==> src/rtl/hif_fir_pkg.sv <==
// Shared widths and FSM state type for the high-frequency FIR MAC.
package hif_fir_pkg;
  localparam int unsigned SmplW      = 16;
  localparam int unsigned CoeffW     = 16;
  localparam int unsigned ProdW      = 32;
  localparam int unsigned CoeffAddrW = 11;

  typedef enum logic [2:0] {
    StIdle,
    StAccum,
    StFlush,
    StDone,
    StWait
  } state_e;
endpackage

==> src/rtl/hif_fir_mult.sv <==
// Combinational signed 16x16 multiplier, kept separate so it maps onto a DSP slice.
module hif_fir_mult
  import hif_fir_pkg::*;
(
  input  logic signed [SmplW-1:0]  a,
  input  logic signed [CoeffW-1:0] b,
  output logic signed [ProdW-1:0]  p
);
  assign p = a * b;
endmodule

==> src/rtl/hif_fir_mac.sv <==
// Windowed FIR multiply-accumulate on the HF queue's sequencing interface.
// Define HIF_FIR_SAT_EN to saturate filt_out instead of truncating.
module hif_fir_mac
  import hif_fir_pkg::*;
#(
  parameter int unsigned N_TAPS = 1021,
  parameter int unsigned ACC_W  = 42,
  parameter int unsigned SHIFT  = 15
) (
  input  logic                         clk,
  input  logic                         rst_n,
  input  logic signed [SmplW-1:0]      smpl_in,
  input  logic                         sequencing,
  output logic        [CoeffAddrW-1:0] coeff_addr,
  input  logic signed [CoeffW-1:0]     coeff_in,
  output logic        [SmplW-1:0]      filt_out,
  output logic                         filt_vld,
  output logic                         win_err
);
  localparam logic [CoeffAddrW-1:0] LastCnt = CoeffAddrW'(N_TAPS - 1);

  state_e                  state;
  logic [CoeffAddrW-1:0]   cnt;
  logic signed [SmplW-1:0] smpl_d;
  logic signed [ProdW-1:0] prod;
  logic signed [ACC_W-1:0] acc;
  logic signed [ACC_W-1:0] prod_ext;
  logic [SmplW-1:0]        filt_next;

  // Address leads the sample by one cycle so the ROM latency lines up with smpl_d.
  assign coeff_addr = cnt;

  hif_fir_mult u_mult (
    .a (smpl_d),
    .b (coeff_in),
    .p (prod)
  );

  assign prod_ext = {{(ACC_W - ProdW){prod[ProdW-1]}}, prod};

`ifdef HIF_FIR_SAT_EN
  localparam logic signed [ACC_W-1:0] SatMax = 32767;
  localparam logic signed [ACC_W-1:0] SatMin = -32768;
  logic signed [ACC_W-1:0] acc_sh;

  assign acc_sh = acc >>> SHIFT;

  always_comb begin
    filt_next = acc_sh[SmplW-1:0];
    if (acc_sh > SatMax) begin
      filt_next = 16'h7FFF;
    end else if (acc_sh < SatMin) begin
      filt_next = 16'h8000;
    end
  end
`else
  always_comb begin
    filt_next = acc[SHIFT+SmplW-1:SHIFT];
  end
`endif

  always_ff @(posedge clk or negedge rst_n) begin
    if (!rst_n) begin
      state    <= StIdle;
      cnt      <= '0;
      acc      <= '0;
      smpl_d   <= '0;
      filt_out <= '0;
      filt_vld <= 1'b0;
      win_err  <= 1'b0;
    end else begin
      smpl_d   <= smpl_in;
      filt_vld <= 1'b0;
      win_err  <= 1'b0;
      case (state)
        StIdle: begin
          acc <= '0;
          cnt <= '0;
          if (sequencing) begin
            cnt   <= CoeffAddrW'(1);
            state <= (N_TAPS == 1) ? StFlush : StAccum;
          end
        end
        StAccum: begin
          if (!sequencing) begin
            win_err <= 1'b1;
            acc     <= '0;
            cnt     <= '0;
            state   <= StIdle;
          end else begin
            acc <= acc + prod_ext;
            cnt <= cnt + 1'b1;
            if (cnt == LastCnt) begin
              state <= StFlush;
            end
          end
        end
        StFlush: begin
          acc   <= acc + prod_ext;
          state <= StDone;
        end
        StDone: begin
          filt_out <= filt_next;
          filt_vld <= 1'b1;
          state    <= StWait;
        end
        StWait: begin
          // A window only restarts after sequencing has been seen low.
          if (!sequencing) begin
            acc   <= '0;
            cnt   <= '0;
            state <= StIdle;
          end
        end
        default: state <= StIdle;
      endcase
    end
  end
endmodule

==> config.mk <==
export PLATFORM = sky130hd
export DESIGN_NAME = hif_fir_mac
export DESIGN_NICKNAME = d
export VERILOG_FILES = /design/src/rtl/hif_fir_pkg.sv /design/src/rtl/hif_fir_mult.sv /design/src/rtl/hif_fir_mac.sv
export SDC_FILE = /design/constraint.sdc
export NUM_CORES = 1
export LEC_CHECK = 0
export CAP_MARGIN = 20
export CORE_MARGIN = 2
export CORE_UTILIZATION = 40
export CTS_CLUSTER_DIAMETER = 200
export CTS_CLUSTER_SIZE = 10
export DETAILED_ROUTE_END_ITERATION = 12
export DONT_BUFFER_PORTS = 1
export PLACE_DENSITY = 0.57
export SLEW_MARGIN = 15
export SYNTH_ARGS = -nofsm -noshare
export SYNTH_HDL_FRONTEND = slang
export SYNTH_SLANG_ARGS = --single-unit
==> constraint.sdc <==
create_clock -name clk -period 6 [get_ports clk]
set_clock_uncertainty 0.15 [all_clocks]
set_input_delay 0.9 -clock clk [delete_from_list [all_inputs] [get_ports clk]]
set_output_delay 0.9 -clock clk [all_outputs]
set_load 0.03 [all_outputs]
# ---- Word level (Yosys, flattened, before mapping)
# Index checks and enable logic that the tools add are counted.
dict set report totals {
  regBits 90
  input_bits 35
  out_inout_bits 29
  wordCells 39
}
dict set report op_classes {
  n_addsub 2
  mul 1
  eq_ne 8
  n_mux 15
  reduce_logical 6
}
# operator count
set ops {}
lappend ops {{42-bit one-hot mux with 4 select lines} 1}
lappend ops {{42-bit 2-to-1 mux} 2}
lappend ops {{42-bit by 32-bit adder with 42-bit output} 1}
lappend ops {{11-bit one-hot mux with 3 select lines} 1}
lappend ops {{16-bit by 16-bit multiplier with 32-bit output} 1}
lappend ops {{11-bit 2-to-1 mux} 2}
lappend ops {{3-bit one-hot mux with 5 select lines} 1}
lappend ops {{3-bit 2-to-1 mux} 4}
lappend ops {{11-bit by 1-bit adder with 11-bit output, second input constant} 1}
lappend ops {{11-bit by 10-bit == test with 1-bit output, second input constant} 1}
lappend ops {{3-bit by 2-bit == test with 1-bit output, second input constant} 2}
lappend ops {{1-bit 2-to-1 mux} 4}
lappend ops {{2-bit inequality test, second input constant} 2}
lappend ops {{2-bit AND reduction} 2}
lappend ops {{4-bit nonzero test} 1}
lappend ops {{3-bit by 1-bit == test with 1-bit output, second input constant} 1}
lappend ops {{3-bit == test, second input constant} 1}
lappend ops {{3-bit zero test} 1}
lappend ops {{3-bit inequality test, second input constant} 1}
lappend ops {{3-bit AND reduction} 1}
lappend ops {{3-bit nonzero test} 1}

# ---- Logic depth before layout (Yosys ltp)
dict set report depth {
  ltp_word 4
  depth_mapped 24
  depth_no_buf 23
}

# ---- By module
# A second synthesis with hierarchy kept.
dict set report unflattened {
  cells_unflattened 1575
  area_unflattened_um2 14491.4
}
# module n_inst cells_each area_each_um2 seq_area_each_um2
set modules_own_cells {}
lappend modules_own_cells {hif_fir_mult 1 1088 9884.5 0.0}
lappend modules_own_cells {hif_fir_mac 1 487 4606.9 1976.9}

# ---- Worst setup path before layout
# OpenSTA, ideal clock, no wires.
dict set report synth_timing {
  kind {input -> register}
  from {input coeff_in[1]}
  to {register acc[27]}
  setup_time_ns 0.121
  arrival_ns 6.460
  required_ns 5.729
  setup_slack_ns -0.731
  path_stages 20
  path_buffers 1
  path_cell_list {clkbuf_1 > nand2_1 > inv_1 > fa_1 > fa_1 > fa_1 > fa_1 > fa_1 > inv_1 > fa_1 > inv_1 > ha_1 > a21o_1 > a21oi_1 > o21bai_1 > a21o_1 > a32o_1 > or3b_1 > xor2_1 > a22o_1}
}
dict set report synth_between {
  elab_chain_len 4
}
# item line
set synth_rtl {}
lappend synth_rtl {{start: declaration} hif_fir_mac.sv:15} ;# input logic signed [CoeffW-1:0] coeff_in,
lappend synth_rtl {{16-bit by 16-bit multiplier with 32-bit output (*)} hif_fir_mult.sv:9} ;# assign p = a * b;
lappend synth_rtl {{42-bit by 32-bit adder with 42-bit output (*)} {hif_fir_mac.sv:91, hif_fir_mac.sv:99}}
lappend synth_rtl {{42-bit 2-to-1 mux} hif_fir_mac.sv:85} ;# if (!sequencing) begin
lappend synth_rtl {{42-bit one-hot mux with 4 select lines (*)} hif_fir_mac.sv:75} ;# case (state)
lappend synth_rtl {{end signal: assignment} hif_fir_mac.sv:91} ;# acc <= acc + prod_ext;
lappend synth_rtl {{end signal: assignment} hif_fir_mac.sv:99} ;# acc <= acc + prod_ext;
lappend synth_rtl {{end: declaration} hif_fir_mac.sv:26} ;# logic signed [ACC_W-1:0] acc;
# Mark *: on every way between the ends. The rest lies on a longest branch, timed or not.
# A chain may end at the register's enable or synchronous reset.

# ---- Final worst setup path
dict set report layout_timing {
  from {register smpl_d[6]}
  to {register acc[30]}
}
dict set report layout_between {
  elab_chain_len 4
}
# item line
set layout_rtl {}
lappend layout_rtl {{start: declaration} hif_fir_mac.sv:24} ;# logic signed [SmplW-1:0] smpl_d;
lappend layout_rtl {{start signal: assignment} hif_fir_mac.sv:72} ;# smpl_d <= smpl_in;
lappend layout_rtl {{16-bit by 16-bit multiplier with 32-bit output (*)} hif_fir_mult.sv:9}
lappend layout_rtl {{42-bit by 32-bit adder with 42-bit output (*)} {hif_fir_mac.sv:91, hif_fir_mac.sv:99}}
lappend layout_rtl {{42-bit 2-to-1 mux} hif_fir_mac.sv:85}
lappend layout_rtl {{42-bit one-hot mux with 4 select lines (*)} hif_fir_mac.sv:75}
# Marks and branches as above.

==> flow_summary.ini <==
[floorplan]
pin_count = 64
start_util = 0.405
dieHeight_um = 188
fp-row-count = 67
dieArea_um2 = 35300
die_w_um = 188
core-area_um2 = 33400

[timing]
tightestPinTransition_ns = 0.836
hold_viol_final = 0
grt_setup_unrepaired = true
setup_viol = 0
max_freq_mhz = 168
layout_min_cycle_time_ns = 5.95
maxSlewViolCount = 0
finalCritPeriodShare = 0.991
relSlewSlack = 0.441

[drt]
drt-initial-drc-count = 342
route.vias.total = 9367
drc = 0
wl_per_cell_um = 16.6
drt_wl_total_um = 31500
antenna_left = 0
drt-pass1-iter-count = 4
viasPerCell = 4.93

[global_routing]
antenna_found_initial = 0
grt_use_total = 0.191
grt_max_degree = 80
grt_pass1_wl_um = 53200
grt_pass1_vias = 10334
grt_overflow = 0

[clocking]
clock_path_buffers = 2
cts_sinks = 79
h-tree-depth = 3
root_buffer = clkbuf_16
cts-buffers-inserted = 9
cts_tree = built
worstSkewPairLatency_ns = 0.35
path_clk_slew_ns = 0.07

[finish]
final_nets = 1864
drive_gt1_frac = 0.134
finish.instance_area_um2 = 15300
n_fill_cell = 3220
area_delta_synth_final_pct = 13.4
antennaDiodeCount = 0

[worst_setup_path]
setup.worst_path.end_class = register
path_delay_family = adder cells
slowest_delay_ns = 0.56
reg2reg_from = smpl_d[6]
start_kind = register
worstPathCellList = buf_4 > and2_1 > fa_1 > inv_1 > fa_2 > fa_1 > fa_1 > inv_1 > fa_1 > inv_1 > fa_1 > inv_1 > ha_4 > a211oi_2 > nor2_2 > o2111ai_2 > a31oi_4 > a21o_1 > o41ai_4 > xnor2_1 > o21ai_1
required_ns = 6.06
crit_slowest_cell = fa_2
r2r_slack_ns = 0.05
path_common_cell = fa_1
crit_buf_inv = 5
ff2ff_path_depth = 21
timing_worst_setup_path_type = register to register
crit_arrival_ns = 6.01
crit_path_max_fanout = 4
rr_endpoint = acc[30]

[synth]
avgSynthCellArea_um2 = 9.76
syn_nets = 1802
synthDistinctLibCells = 51
ys_seq_area_frac = 0.146
yosysWarnings = 0
ys_ff_latch = 79
synth_top_flop_cell = dfrtp_1
async_flop_share = 1.00
synth_edf_count = 0
postSynthCellCount = 1385
syn_area_um2 = 13500

[job]
drv_cap = 0

[placed_design]
dpl.hpwl_um = 26100
io_buffers = 0
globalplace.congestion = 0.794
place_area_um2 = 14900

[run_status]
status = completed

[min_path]
hold_class = input port to async pin
==> registers in the layout, indices dropped and copies added (netlist names) <==
signal	flops
filt_out	16
acc	31
coeff_addr	11
state	3
smpl_d	16
filt_vld	1
win_err	1
==> worst register-to-register path, cell delays in order (launching register included) <==
cell       delay, ns
dfrtp_2         0.43
buf_4           0.17
and2_1          0.16
fa_1            0.50
inv_1           0.06
fa_2            0.57
fa_1            0.43
fa_1            0.49
inv_1           0.06
fa_1            0.49
inv_1           0.06
fa_1            0.47
inv_1           0.06
ha_4            0.25
a211oi_2        0.19
nor2_2          0.10
o2111ai_2       0.28
a31oi_4         0.15
a21o_1          0.27
o41ai_4         0.24
xnor2_1         0.15
o21ai_1         0.09
==> Yosys cell counts, types with 2 or more instances <==
| cell | n | area share |
|---|---|---|
| o21a_1 | 4 | 0.0022 |
| clkbuf_1 | 46 | 0.013 |
| o31ai_1 | 7 | 0.0039 |
| o211ai_1 | 2 | 0.0011 |
| nor3_1 | 6 | 0.0022 |
| mux2i_1 | 2 | 0.0015 |
| o21ai_0 | 43 | 0.016 |
| a22o_1 | 11 | 0.0071 |
| and3_1 | 8 | 0.0037 |
| a211oi_1 | 5 | 0.0028 |
| nand3b_1 | 4 | 0.0022 |
| inv_1 | 330 | 0.092 |
| nor2_1 | 29 | 0.0081 |
| a31oi_1 | 3 | 0.0014 |
| o2111ai_1 | 2 | 0.0013 |
| ha_1 | 97 | 0.090 |
| a32o_1 | 4 | 0.0030 |
| a21oi_1 | 25 | 0.0093 |
| a211o_1 | 2 | 0.0013 |
| nand2_1 | 159 | 0.044 |
| mux2_2 | 15 | 0.012 |
| nand2b_1 | 17 | 0.0079 |
| dfrtp_1 | 79 | 0.15 |
| a21o_1 | 11 | 0.0061 |
| and2_1 | 119 | 0.055 |
| fa_1 | 285 | 0.42 |
| nand3_1 | 7 | 0.0026 |
| xnor2_1 | 23 | 0.015 |
| nor2b_1 | 5 | 0.0023 |
| or3_1 | 2 | 0.00093 |
| xor2_1 | 13 | 0.0084 |
==> cell type report <==
cell class / count / area (µm²) / share of cell area
timing repair buffer: 97 / 861 / 0.0562
clock buffer: 9 / 225 / 0.0147
clock inverter: 7 / 65.1 / 0.00425
multi-input combinational: 930 / 10400 / 0.678
tap: 448 / 561 / 0.0366
sequential: 79 / 1980 / 0.129
inverter: 330 / 1240 / 0.0808
==> cell usage in the layout, fill, tap and decap left out, types with 8 or more instances in the layout <==
master     instances
xnor2_1           23
fa_1             277
mux2_2            15
clkbuf_16          9
xor2_1            13
nand2_1          153
nor2_1            27
dfrtp_1           74
buf_12            10
inv_1            323
ha_1              86
a22o_1            11
o21ai_0           36
and2_1           114
nand2b_1          17
a21o_1            11
a21oi_1           22
fa_2               8
buf_4             84
ha_4              10
==> how the worst max path moves through the flow <==
stage                      from  endpoint  slack [ns]  cells past startpoint
floorplan           coeff_in[6]   acc[27]       -0.30                     20
global placement    coeff_in[4]   acc[25]       -0.32                     20
detailed placement  coeff_in[4]   acc[27]       -0.32                     20
CTS                   smpl_d[5]   acc[25]       0.002                     21
global route          smpl_d[6]   acc[30]       -0.16                     21
finish                smpl_d[6]   acc[30]        0.05                     21
==> kinds of logic (layout without fill, tap and decap cells) <==
logic type               Yosys count  after routing  synth area share
AO/OA/AOI/OAI                    133            133            0.0667
AND/OR/NAND/NOR                  362            362             0.133
adder cells (fa/ha/maj)          382            382             0.512
flip-flops                        79             79             0.146
XOR/XNOR                          36             36            0.0233
buffers and inverters            376            443             0.104
multiplexers                      17             17            0.0140
==> routing by layer <==
layer | vias up | GRT usage | wire length [µm]
met4 | 0 | 0.0409 | 475
met2 | 152 | 0.341 | 16500
li1 | 4263 | - | -
met5 | - | 0 | 0
met1 | 4917 | 0.247 | 13400
met3 | 35 | 0.0270 | 1140
==> stage by stage <==
stage	worst slack (ns)	util	hold slack (ns)	TNS, ns	instances
detailed placement	-0.316	0.447	0.330	-2.54	1879
CTS	0.00206	0.456	0.0672	0	1895
finish	0.0543	0.459	0.0873	0	1900
global placement	-0.322	0.447	0.318	-2.26	1879
floorplan	-0.304	-	0.300	-0.434	1385
global route	-0.155	0.459	0.0622	-0.524	1900
==> repair_timing <==
item | in CTS | in global routing
endpoints found under the setup margin | 3 | 13
buffers inserted | 0 | 5
pin swaps | 0 | 11
hold buffers | 0 | 0
hold endpoints to repair | 0 | 0
gates resized for setup | 3 | 28
Power is left out: the tool's default activity adds up to more than one toggle a clock period on the data nets, which glitch-free logic cannot reach.
